--- config.mk ---
export PLATFORM = sky130hd
export DESIGN_NAME = uart_mm_slave
export DESIGN_NICKNAME = d
export VERILOG_FILES = /design/src/rtl/uart_pkg.sv /design/src/rtl/uart_rx_core.sv /design/src/rtl/uart_mm_slave.sv
export SDC_FILE = /design/constraint.sdc
export NUM_CORES = 1
export LEC_CHECK = 0
export ABC_AREA = 1
export CAP_MARGIN = 20
export CELL_PAD_IN_SITES_DETAIL_PLACEMENT = 1
export CELL_PAD_IN_SITES_GLOBAL_PLACEMENT = 2
export CORE_MARGIN = 8
export CORE_UTILIZATION = 28
export CTS_CLUSTER_SIZE = 10
export DETAILED_ROUTE_END_ITERATION = 6
export GPL_TIMING_DRIVEN = 0
export PLACE_DENSITY_LB_ADDON = 0.08
export SLEW_MARGIN = 15
export SYNTH_ARGS = -nofsm -noshare
export SYNTH_HDL_FRONTEND = slang
export SYNTH_SLANG_ARGS = --single-unit
--- constraint.sdc ---
create_clock -name i_clk -period 2.5 [get_ports i_clk]
set_clock_uncertainty 0.15 [all_clocks]
set_input_delay 0.5 -clock i_clk [delete_from_list [all_inputs] [get_ports i_clk]]
set_output_delay 0.5 -clock i_clk [all_outputs]
set_load 0.005 [all_outputs]
--- src/rtl/uart_pkg.sv ---
// Shared UART definitions: register offsets, STATUS bit positions and FSM state types.
package uart_pkg;

  localparam logic [4:0] OFFSET0 = 5'd0;  // RXDATA
  localparam logic [4:0] OFFSET1 = 5'd4;  // TXDATA
  localparam logic [4:0] OFFSET2 = 5'd8;  // STATUS

  localparam int unsigned STATUS_RRDY = 7;
  localparam int unsigned STATUS_TRDY = 6;
  localparam int unsigned STATUS_ROE  = 3;
  localparam int unsigned STATUS_FE   = 2;

  typedef enum logic [1:0] {TxIdle, TxStart, TxData, TxStop} tx_state_e;
  typedef enum logic [1:0] {RxIdle, RxStart, RxData, RxStop} rx_state_e;

  function automatic logic [31:0] pack_status(input logic rrdy, input logic trdy,
                                              input logic roe, input logic fe);
    logic [31:0] s;
    s              = '0;
    s[STATUS_RRDY] = rrdy;
    s[STATUS_TRDY] = trdy;
    s[STATUS_ROE]  = roe;
    s[STATUS_FE]   = fe;
    return s;
  endfunction

endpackage

--- src/rtl/uart_rx_core.sv ---
// UART receiver: 2-flop input synchronizer, mid-bit sampling FSM, byte-valid and
// framing-error pulses (one cycle each).
module uart_rx_core
  import uart_pkg::*;
#(
  parameter int unsigned CLK_PER_BIT = 434
) (
  input  logic       i_clk,
  input  logic       i_rst,
  input  logic       i_rxd,
  output logic       o_valid,
  output logic [7:0] o_data,
  output logic       o_fe
);

  localparam int unsigned    BW       = $clog2(CLK_PER_BIT);
  localparam logic [BW-1:0] BaudLast = BW'(CLK_PER_BIT - 1);
  localparam logic [BW-1:0] BaudHalf = BW'(CLK_PER_BIT / 2 - 1);
  localparam logic [BW-1:0] BaudOne  = BW'(1);

  logic [1:0]    sync_q, sync_d;
  logic          prev_q, prev_d;
  rx_state_e     state_q, state_d;
  logic [BW-1:0] baud_q, baud_d;
  logic [2:0]    bit_q, bit_d;
  logic [7:0]    shift_q, shift_d;
  logic          valid_q, valid_d;
  logic          fe_q, fe_d;
  logic          rx_s;

  assign rx_s    = sync_q[1];
  assign o_valid = valid_q;
  assign o_data  = shift_q;
  assign o_fe    = fe_q;

  always_ff @(posedge i_clk or posedge i_rst) begin
    if (i_rst) begin
      sync_q  <= 2'b11;
      prev_q  <= 1'b1;
      state_q <= RxIdle;
      baud_q  <= '0;
      bit_q   <= '0;
      shift_q <= '0;
      valid_q <= 1'b0;
      fe_q    <= 1'b0;
    end else begin
      sync_q  <= sync_d;
      prev_q  <= prev_d;
      state_q <= state_d;
      baud_q  <= baud_d;
      bit_q   <= bit_d;
      shift_q <= shift_d;
      valid_q <= valid_d;
      fe_q    <= fe_d;
    end
  end

  always_comb begin
    sync_d  = {sync_q[0], i_rxd};
    prev_d  = rx_s;
    state_d = state_q;
    baud_d  = baud_q;
    bit_d   = bit_q;
    shift_d = shift_q;
    valid_d = 1'b0;
    fe_d    = 1'b0;
    unique case (state_q)
      RxIdle: begin
        // A falling edge only re-arms after the line has been seen high, which
        // also covers waiting out a low line after a framing error.
        if (prev_q && !rx_s) begin
          state_d = RxStart;
          baud_d  = '0;
        end
      end
      RxStart: begin
        if (baud_q == BaudHalf) begin
          baud_d  = '0;
          bit_d   = '0;
          state_d = rx_s ? RxIdle : RxData;
        end else begin
          baud_d = baud_q + BaudOne;
        end
      end
      RxData: begin
        if (baud_q == BaudLast) begin
          baud_d  = '0;
          shift_d = {rx_s, shift_q[7:1]};
          bit_d   = bit_q + 3'd1;
          if (bit_q == 3'd7) state_d = RxStop;
        end else begin
          baud_d = baud_q + BaudOne;
        end
      end
      RxStop: begin
        if (baud_q == BaudLast) begin
          baud_d  = '0;
          state_d = RxIdle;
          valid_d = rx_s;
          fe_d    = !rx_s;
        end else begin
          baud_d = baud_q + BaudOne;
        end
      end
      default: state_d = RxIdle;
    endcase
  end

endmodule

--- src/rtl/uart_mm_slave.sv ---
// Memory-mapped UART with RXDATA/TXDATA/STATUS registers and double-buffered TX.
// Define UART_LOOPBACK_EN to feed the TX stream into RX internally (o_txd held high).
module uart_mm_slave
  import uart_pkg::*;
#(
  parameter int unsigned CLK_PER_BIT = 434
) (
  input  logic        i_clk,
  input  logic        i_rst,
  input  logic [4:0]  i_address,
  input  logic        i_read,
  output logic [31:0] o_readdata,
  input  logic        i_write,
  input  logic [31:0] i_writedata,
  output logic        o_waitrequest,
  input  logic        i_rxd,
  output logic        o_txd
);

  localparam int unsigned    BW       = $clog2(CLK_PER_BIT);
  localparam logic [BW-1:0] BaudLast = BW'(CLK_PER_BIT - 1);
  localparam logic [BW-1:0] BaudOne  = BW'(1);

  logic          ack_q, ack_d;
  logic [31:0]   readdata_q, readdata_d;
  logic [7:0]    rxdata_q, rxdata_d;
  logic          rrdy_q, rrdy_d;
  logic          roe_q, roe_d;
  logic          fe_q, fe_d;
  logic          trdy_q, trdy_d;
  logic [7:0]    thr_q, thr_d;
  tx_state_e     tx_state_q, tx_state_d;
  logic [BW-1:0] tx_baud_q, tx_baud_d;
  logic [2:0]    tx_bit_q, tx_bit_d;
  logic [7:0]    tx_shift_q, tx_shift_d;
  logic          txd_q, txd_d;

  logic          access, stall, accept, is_rd, is_wr;
  logic [31:0]   rd_mux;
  logic          rx_in, rx_valid, rx_fe;
  logic [7:0]    rx_byte;
  logic          unused_wdata;

  assign unused_wdata = ^i_writedata[31:8];

`ifdef UART_LOOPBACK_EN
  logic unused_rxd;
  assign unused_rxd = i_rxd;
  assign rx_in      = txd_q;
  assign o_txd      = 1'b1;
`else
  assign rx_in = i_rxd;
  assign o_txd = txd_q;
`endif

  assign access        = i_read | i_write;
  assign stall         = access & ~ack_q;
  assign accept        = access & ack_q;
  assign is_rd         = i_read;
  assign is_wr         = i_write & ~i_read;
  assign o_waitrequest = stall;
  assign o_readdata    = readdata_q;
  assign ack_d         = stall;

  uart_rx_core #(
    .CLK_PER_BIT(CLK_PER_BIT)
  ) u_rx (
    .i_clk  (i_clk),
    .i_rst  (i_rst),
    .i_rxd  (rx_in),
    .o_valid(rx_valid),
    .o_data (rx_byte),
    .o_fe   (rx_fe)
  );

  always_ff @(posedge i_clk or posedge i_rst) begin
    if (i_rst) begin
      ack_q      <= 1'b0;
      readdata_q <= '0;
      rxdata_q   <= '0;
      rrdy_q     <= 1'b0;
      roe_q      <= 1'b0;
      fe_q       <= 1'b0;
      trdy_q     <= 1'b1;
      thr_q      <= '0;
      tx_state_q <= TxIdle;
      tx_baud_q  <= '0;
      tx_bit_q   <= '0;
      tx_shift_q <= '0;
      txd_q      <= 1'b1;
    end else begin
      ack_q      <= ack_d;
      readdata_q <= readdata_d;
      rxdata_q   <= rxdata_d;
      rrdy_q     <= rrdy_d;
      roe_q      <= roe_d;
      fe_q       <= fe_d;
      trdy_q     <= trdy_d;
      thr_q      <= thr_d;
      tx_state_q <= tx_state_d;
      tx_baud_q  <= tx_baud_d;
      tx_bit_q   <= tx_bit_d;
      tx_shift_q <= tx_shift_d;
      txd_q      <= txd_d;
    end
  end

  always_comb begin
    rd_mux = '0;
    case (i_address)
      OFFSET0: rd_mux = {24'b0, rxdata_q};
      OFFSET2: rd_mux = pack_status(rrdy_q, trdy_q, roe_q, fe_q);
      default: rd_mux = '0;
    endcase
  end

  // Read data is captured in the stall cycle; side effects wait for the accept cycle.
  always_comb begin
    readdata_d = (stall && is_rd) ? rd_mux : readdata_q;
    rxdata_d   = rxdata_q;
    rrdy_d     = rrdy_q;
    roe_d      = roe_q;
    fe_d       = fe_q;
    if (accept && is_rd && (i_address == OFFSET0)) rrdy_d = 1'b0;
    if (accept && is_wr && (i_address == OFFSET2)) begin
      roe_d = 1'b0;
      fe_d  = 1'b0;
    end
    if (rx_valid) begin
      rxdata_d = rx_byte;
      rrdy_d   = 1'b1;
      if (rrdy_q) roe_d = 1'b1;
    end
    if (rx_fe) fe_d = 1'b1;
  end

  always_comb begin
    tx_state_d = tx_state_q;
    tx_baud_d  = tx_baud_q;
    tx_bit_d   = tx_bit_q;
    tx_shift_d = tx_shift_q;
    txd_d      = txd_q;
    trdy_d     = trdy_q;
    thr_d      = thr_q;
    // Writes while the holding register is full are silently dropped.
    if (accept && is_wr && (i_address == OFFSET1) && trdy_q) begin
      thr_d  = i_writedata[7:0];
      trdy_d = 1'b0;
    end
    unique case (tx_state_q)
      TxIdle: begin
        if (!trdy_q) begin
          tx_shift_d = thr_q;
          trdy_d     = 1'b1;
          tx_baud_d  = '0;
          tx_state_d = TxStart;
          txd_d      = 1'b0;
        end
      end
      TxStart: begin
        if (tx_baud_q == BaudLast) begin
          tx_baud_d  = '0;
          tx_bit_d   = '0;
          tx_state_d = TxData;
          txd_d      = tx_shift_q[0];
        end else begin
          tx_baud_d = tx_baud_q + BaudOne;
        end
      end
      TxData: begin
        if (tx_baud_q == BaudLast) begin
          tx_baud_d = '0;
          if (tx_bit_q == 3'd7) begin
            tx_state_d = TxStop;
            txd_d      = 1'b1;
          end else begin
            tx_bit_d   = tx_bit_q + 3'd1;
            tx_shift_d = {1'b0, tx_shift_q[7:1]};
            txd_d      = tx_shift_q[1];
          end
        end else begin
          tx_baud_d = tx_baud_q + BaudOne;
        end
      end
      TxStop: begin
        if (tx_baud_q == BaudLast) begin
          tx_baud_d  = '0;
          tx_state_d = TxIdle;
        end else begin
          tx_baud_d = tx_baud_q + BaudOne;
        end
      end
      default: tx_state_d = TxIdle;
    endcase
  end

endmodule

* Word level (Yosys, flattened, before mapping)
Index checks and enable logic that the tools add are counted.
Word-level totals: bits of input ports 42, output and inout bits 34, register bits after elaboration 103, logic and storage cells 133
Cells by class: mux-type cells 51, reductions and logical operators 27, add/subtract/negate cells 4, equal/unequal tests 24, bitwise gates (word level) 6
Operators by type and width (count):
- two-way mux 9 bit | 5
- case mux 8 bit (2 select lines) | 2
- case mux 9 bit (3 select lines) | 1
- two-way mux 8 bit | 3
- two-way mux 2 bit | 11
- adder 9 x 1 -> 9 bit, second input constant | 2
- equality test 9 bit, second input constant | 2
- two-way mux 1 bit | 18
- case mux 9 bit (2 select lines) | 1
- case mux 2 bit (4 select lines) | 2
- two-way mux 3 bit | 5
- inequality test 2 bit, second input constant | 6
- case mux 3 bit (2 select lines) | 2
- AND reduction 4 bit | 3
- inequality test 2 x 1 -> 1 bit, second input constant | 5
- AND reduction 5 bit | 2
- nonzero test 2 bit | 5
- equality test 9 x 8 -> 1 bit, second input constant | 1
- equality test 2 bit, second input constant | 4
- logical AND 1 bit | 8
- adder 3 x 1 -> 3 bit, second input constant | 2
- equality test 3 bit, second input constant | 2
- equality test 5 x 3 -> 1 bit, second input constant | 1
- equality test 5 x 4 -> 1 bit, second input constant | 1
- other kinds (13) | 18

* Longest topological paths before layout
Gate-level depths: netlist (run 1).
depth after elaboration 8, gate-level depth with buffers 10, depth with buffers taken out 10

* Cells and area by module
A second synthesis (run 1) with hierarchy kept.
Second synthesis, totals: cell total of the unflattened synthesis 476, area, all modules 4052.6 um2
By module, submodules not included:
- uart_mm_slave | area an instance 2722.6 um2, cells each 319, seq. area each 1303.8 um2, times used 1
- uart_rx_core | area an instance 1330.0 um2, cells each 157, seq. area each 679.4 um2, times used 1

* Worst setup path before layout (run 1)
No wires, ideal clock.
path kind reg-to-reg, start point reg tx_bit_q[0], end point reg tx_shift_q[0], arrival time 1.495 ns, path slack 0.731 ns, path buffers 1, required time 2.226 ns, period minus slack after synthesis 1.769 ns, cell stages (with the launch flop) 10, setup time 0.124 ns, cell sequence dfrtp_1 > ha_1 > ha_1 > nor2_4 > inv_1 > o21ai_0 > nand3_2 > buf_6 > nand2_1 > o21ai_2
On the way: cells in the longest elaborated chain, start to end 3
RTL lines:
- start: declaration | RTL line uart_mm_slave.sv:34 | logic [2:0] tx_bit_q, tx_bit_d;
- start signal: assignment | RTL line uart_mm_slave.sv:102 | tx_bit_q <= tx_bit_d;
- equality test 3 bit | RTL line uart_mm_slave.sv:173 | if (tx_bit_q == 3'd7) begin
- inequality test 2 bit (no source line)
- AND reduction 4 bit (no source line)
- end signal: assignment | RTL line uart_mm_slave.sv:103 | tx_shift_q <= tx_shift_d;
- end: declaration | RTL line uart_mm_slave.sv:35 | logic [7:0] tx_shift_q, tx_shift_d;
Every way passes these cells. A chain may end at the register's enable or synchronous reset.

* Worst setup path in the final report (run 1)
start point in i_read, end point out o_waitrequest
On the way: cells in the longest elaborated chain, start to end 2
RTL lines:
- start: declaration | RTL line uart_mm_slave.sv:11 | input logic i_read,
- OR 1 bit | RTL line uart_mm_slave.sv:56 | assign access = i_read | i_write;
- bitwise AND 1 bit | RTL line uart_mm_slave.sv:57 | assign stall = access & ~ack_q;
- end: declaration | RTL line uart_mm_slave.sv:15 | output logic o_waitrequest,
Every way passes these cells.

==> flow_summary_export.csv, run 1 <==
group,metric,value,unit
clock_tree,cts.clk_slew.worst_paths,0.06,ns
die,core-area,14400,um2
power_and_ir_drop,power_density,861,nW/um2
clock_tree,cts_resized,0,
critical_path,r2r_slack,0.31,ns
finish,antenna_cells,0,
critical_path,critPathMaxFanout,4,
synthesis,ys_seq_area_share,48.8,%
finish,register_area,1980,um2
finish,synthToLayoutAreaGrowth,23.4,%
clock_tree,htree_num_levels,3,
grt,grt_start_max_net_pins,32,
critical_path,cp-end-kind,"output port",
timing,finalWorstSetupSlack,0.0729,ns
synthesis,syn_inst,464,
finish,fillers,1671,
min_path,whs_endpoint,"u_rx.sync_q[1]$_DFF_PP1_",
power_and_ir_drop,power,0.00431,W
power_and_ir_drop,ir_drop,381,uV
die,die_w,136,um
grt,overflow,0,
route,drt_iter0_markers,142,
route,wl_met3,427,um
clock_tree,cts_setup_buffers,0,
timing,finalMaxSlewViolations,0,
finish,multiInputGateArea,1730,um2
route,dr.pass1.iters,4,
status,status,"finished, final reports clean",
route,wl_met1,4.75,mm
die,chipHeight,136,um
critical_path,crit_arrival,1.78,ns
place,gp_congestion,0.708,
timing,fmaxAchievable,412,MHz
min_path,worst_hold_path.num_cells,0,
route,highest_layer,"met4",
route,via_per_inst,4.26,
critical_path,required,1.85,ns
grt,grt_pass1_vias,3314,
critical_path,startpoint_type,"input pin",
synthesis,syn_area_per_cell,8.75,um2
route,ant_nets,0,
place,port_buffers,27,
route,wl_per_cell,12.9,um
critical_path,timing.rr.start,"tx_state_q[0]$_DFFE_PP0P_",
synthesis,synthArstFlopShare,100,%
route,dr_wl_met2,3.90,mm
timing,period_needed,2.43,ns
die,die-area,18600,um2
synthesis,synth-edff-count,0,
place,dp_hpwl,6.88,mm
timing,tightest_slew,0.712,ns
die,ios,76,
timing,hold_viol,0,
power_and_ir_drop,leakage,2.45,nW
clock_tree,cts.sinks,79,
synthesis,synth_area,4060,um2
route,vias,3051,
clock_tree,clock_latency,0.34,ns
clock_tree,cts_buffer_depth,2,
grt,antenna_found_initial,0,
route,drt-total-wl,9.23,mm
die,num_rows,44,
min_path,hold_start,"u_rx.sync_q[0]$_DFF_PP1_",
critical_path,ff2ff_path_depth,8,
place,pre_cts_slack,0.0426,ns
timing,setup_viol,0,
finish,final_layout_size_suffix_gt1_share,15.0,%
timing,rsz0062_at_grt,"false",
flow_run,cap_viol_max_count,0,
synthesis,ys.flop_type,"dfrtp_1",
clock_tree,cts_tree,"built",
clock_tree,cts_buffers,9,
min_path,hold_path.class,"flip-flop to flip-flop",
synthesis,ys_types,37,
timing,maxSlewHeadroom,52.6,%
synthesis,yosysWarnings,0,
timing,fin_crit_sh,97.1,%
route,drc,0,
clock_tree,cts-root-buf,"clkbuf_16",
critical_path,reg2reg_to,"tx_state_q[0]$_DFFE_PP0P_",
die,start_util,28.3,%
grt,grt_first_pass_wirelength,16.2,mm
clock_tree,hold_buffers,0,
grt,track_usage,11.0,%
synthesis,synth-seq-cells,79,
finish,layout.nets,587,
critical_path,worst-setup-path-type,"input pin to output port",
## cell usage in the layout, fill, tap and decap left out, types with 4 or more instances in the layout
cell type	n
nand3_1	20
nand4_1	4
nor3_1	7
conb_1	24
mux2i_1	6
nand2_2	4
inv_1	53
clkbuf_16	9
clkdlybuf4s50_1	27
o21ai_0	32
o21ai_2	13
o22ai_1	10
ha_1	18
dfrtp_1	74
nand2_1	134
a21oi_1	5
nor2_1	14
dfstp_2	5
buf_4	24
xor2_1	7
o21ai_1	4
## where the power goes
part	internal, W	switching, W	total, W
combinational	0.000468	0.000808	0.00128
sequential	0.00146	0.000144	0.00161
clock	0.000880	0.000550	0.00143
## cell usage after synthesis (all sizes together), types with 2 or more instances
cell type | number | share of area [%]
nand2 | 138 | 13
dfrtp | 74 | 46
inv | 55 | 5.1
o21ai | 49 | 7.2
buf | 29 | 5.5
nand3 | 21 | 2.7
nor2 | 20 | 2.6
ha | 18 | 5.5
o22ai | 10 | 1.5
nor3 | 7 | 0.86
xor2 | 7 | 1.5
mux2i | 6 | 1.5
a21oi | 5 | 0.62
dfstp | 5 | 3.2
nand4 | 4 | 0.62
or2 | 3 | 0.46
o211ai | 2 | 0.62
xnor2 | 2 | 0.43
## routing by layer
| metal | track usage (%) | vias up |
|---|---|---|
| li1 | - | 1564 |
| met1 | 14.5 | 1426 |
| met2 | 16.3 | 52 |
| met3 | 2.88 | 9 |
| met4 | 5.31 | 0 |
| met5 | 0 | - |
## final cells by class
class	count	share of cell area [%]
Timing Repair Buffer	29	6.19
Multi-Input combinational cell	322	34.4
Tap cell	184	4.59
Clock inverter	6	1.85
Buffer	30	4.54
Clock buffer	10	4.57
Inverter	56	4.27
Sequential cell	79	39.6
## worst max-delay path, stage by stage
cell	delay [ns]
clkdlybuf4s50_1	0.55
nor2_2	0.05
nor2_2	0.14
clkdlybuf4s50_1	0.53
## worst max-delay path by stage
stage	startpoint	endpoint	slack (ns)	cells after the start
global route	i_read	o_waitrequest	0.02	4
floorplan	tx_bit_q[0]$_DFFE_PP0P_	tx_shift_q[0]$_DFFE_PP0P_	0.73	9
detailed placement	i_read	thr_q[4]$_DFFE_PP0P_	0.04	6
global placement	i_rst	o_readdata[4]$_DFFE_PP0P_	-0.15	2
CTS	i_read	o_waitrequest	0.05	4
finish	i_read	o_waitrequest	0.07	4
## per-stage QoR
stage                     hold slack [ns]  util [%]  std cells  cell area, um2  TNS (ns)
after CTS                           0.210      34.9        716            5010         0
after detailed placement            0.201      32.7        700            4690         0
after global routing                0.210      34.9        716            5010         0
after global placement              0.200      32.4        698            4650    -10.57
final                               0.209      34.9        716            5010         0
after floorplan                     0.195         -        487            4150         0
## cells by family (layout without fill, tap and decap cells)
family,Yosys count,in the layout,synth area share [%]
fa+ha+maj,18,18,5.55
mux,6,6,1.48
other cells,1,24,0.0923
flops,79,79,48.8
xor+xnor,9,9,1.94
buf+inv,86,131,10.8
simple gates,194,194,20.4
compound gates,71,71,10.9
## flip-flops by register name, summed over array words and instances (netlist names), 2 cells and up, named ones only
name,count
o_readdata,8
tx_state_q,2
tx_bit_q,3
tx_baud_q,9
u_rx.sync_q,2
u_rx.o_data,8
u_rx.bit_q,3
rxdata_q,8
tx_shift_q,8
u_rx.baud_q,9
thr_q,8
Note: power is estimated with default switching activity, not from simulation.
==> run 2: changes to the inputs <==
SKIP_LAST_GASP = 1   (was default)
==> results of run 2 <==
Same layout as run 1: the final DEF is identical, and so are final timing and power.
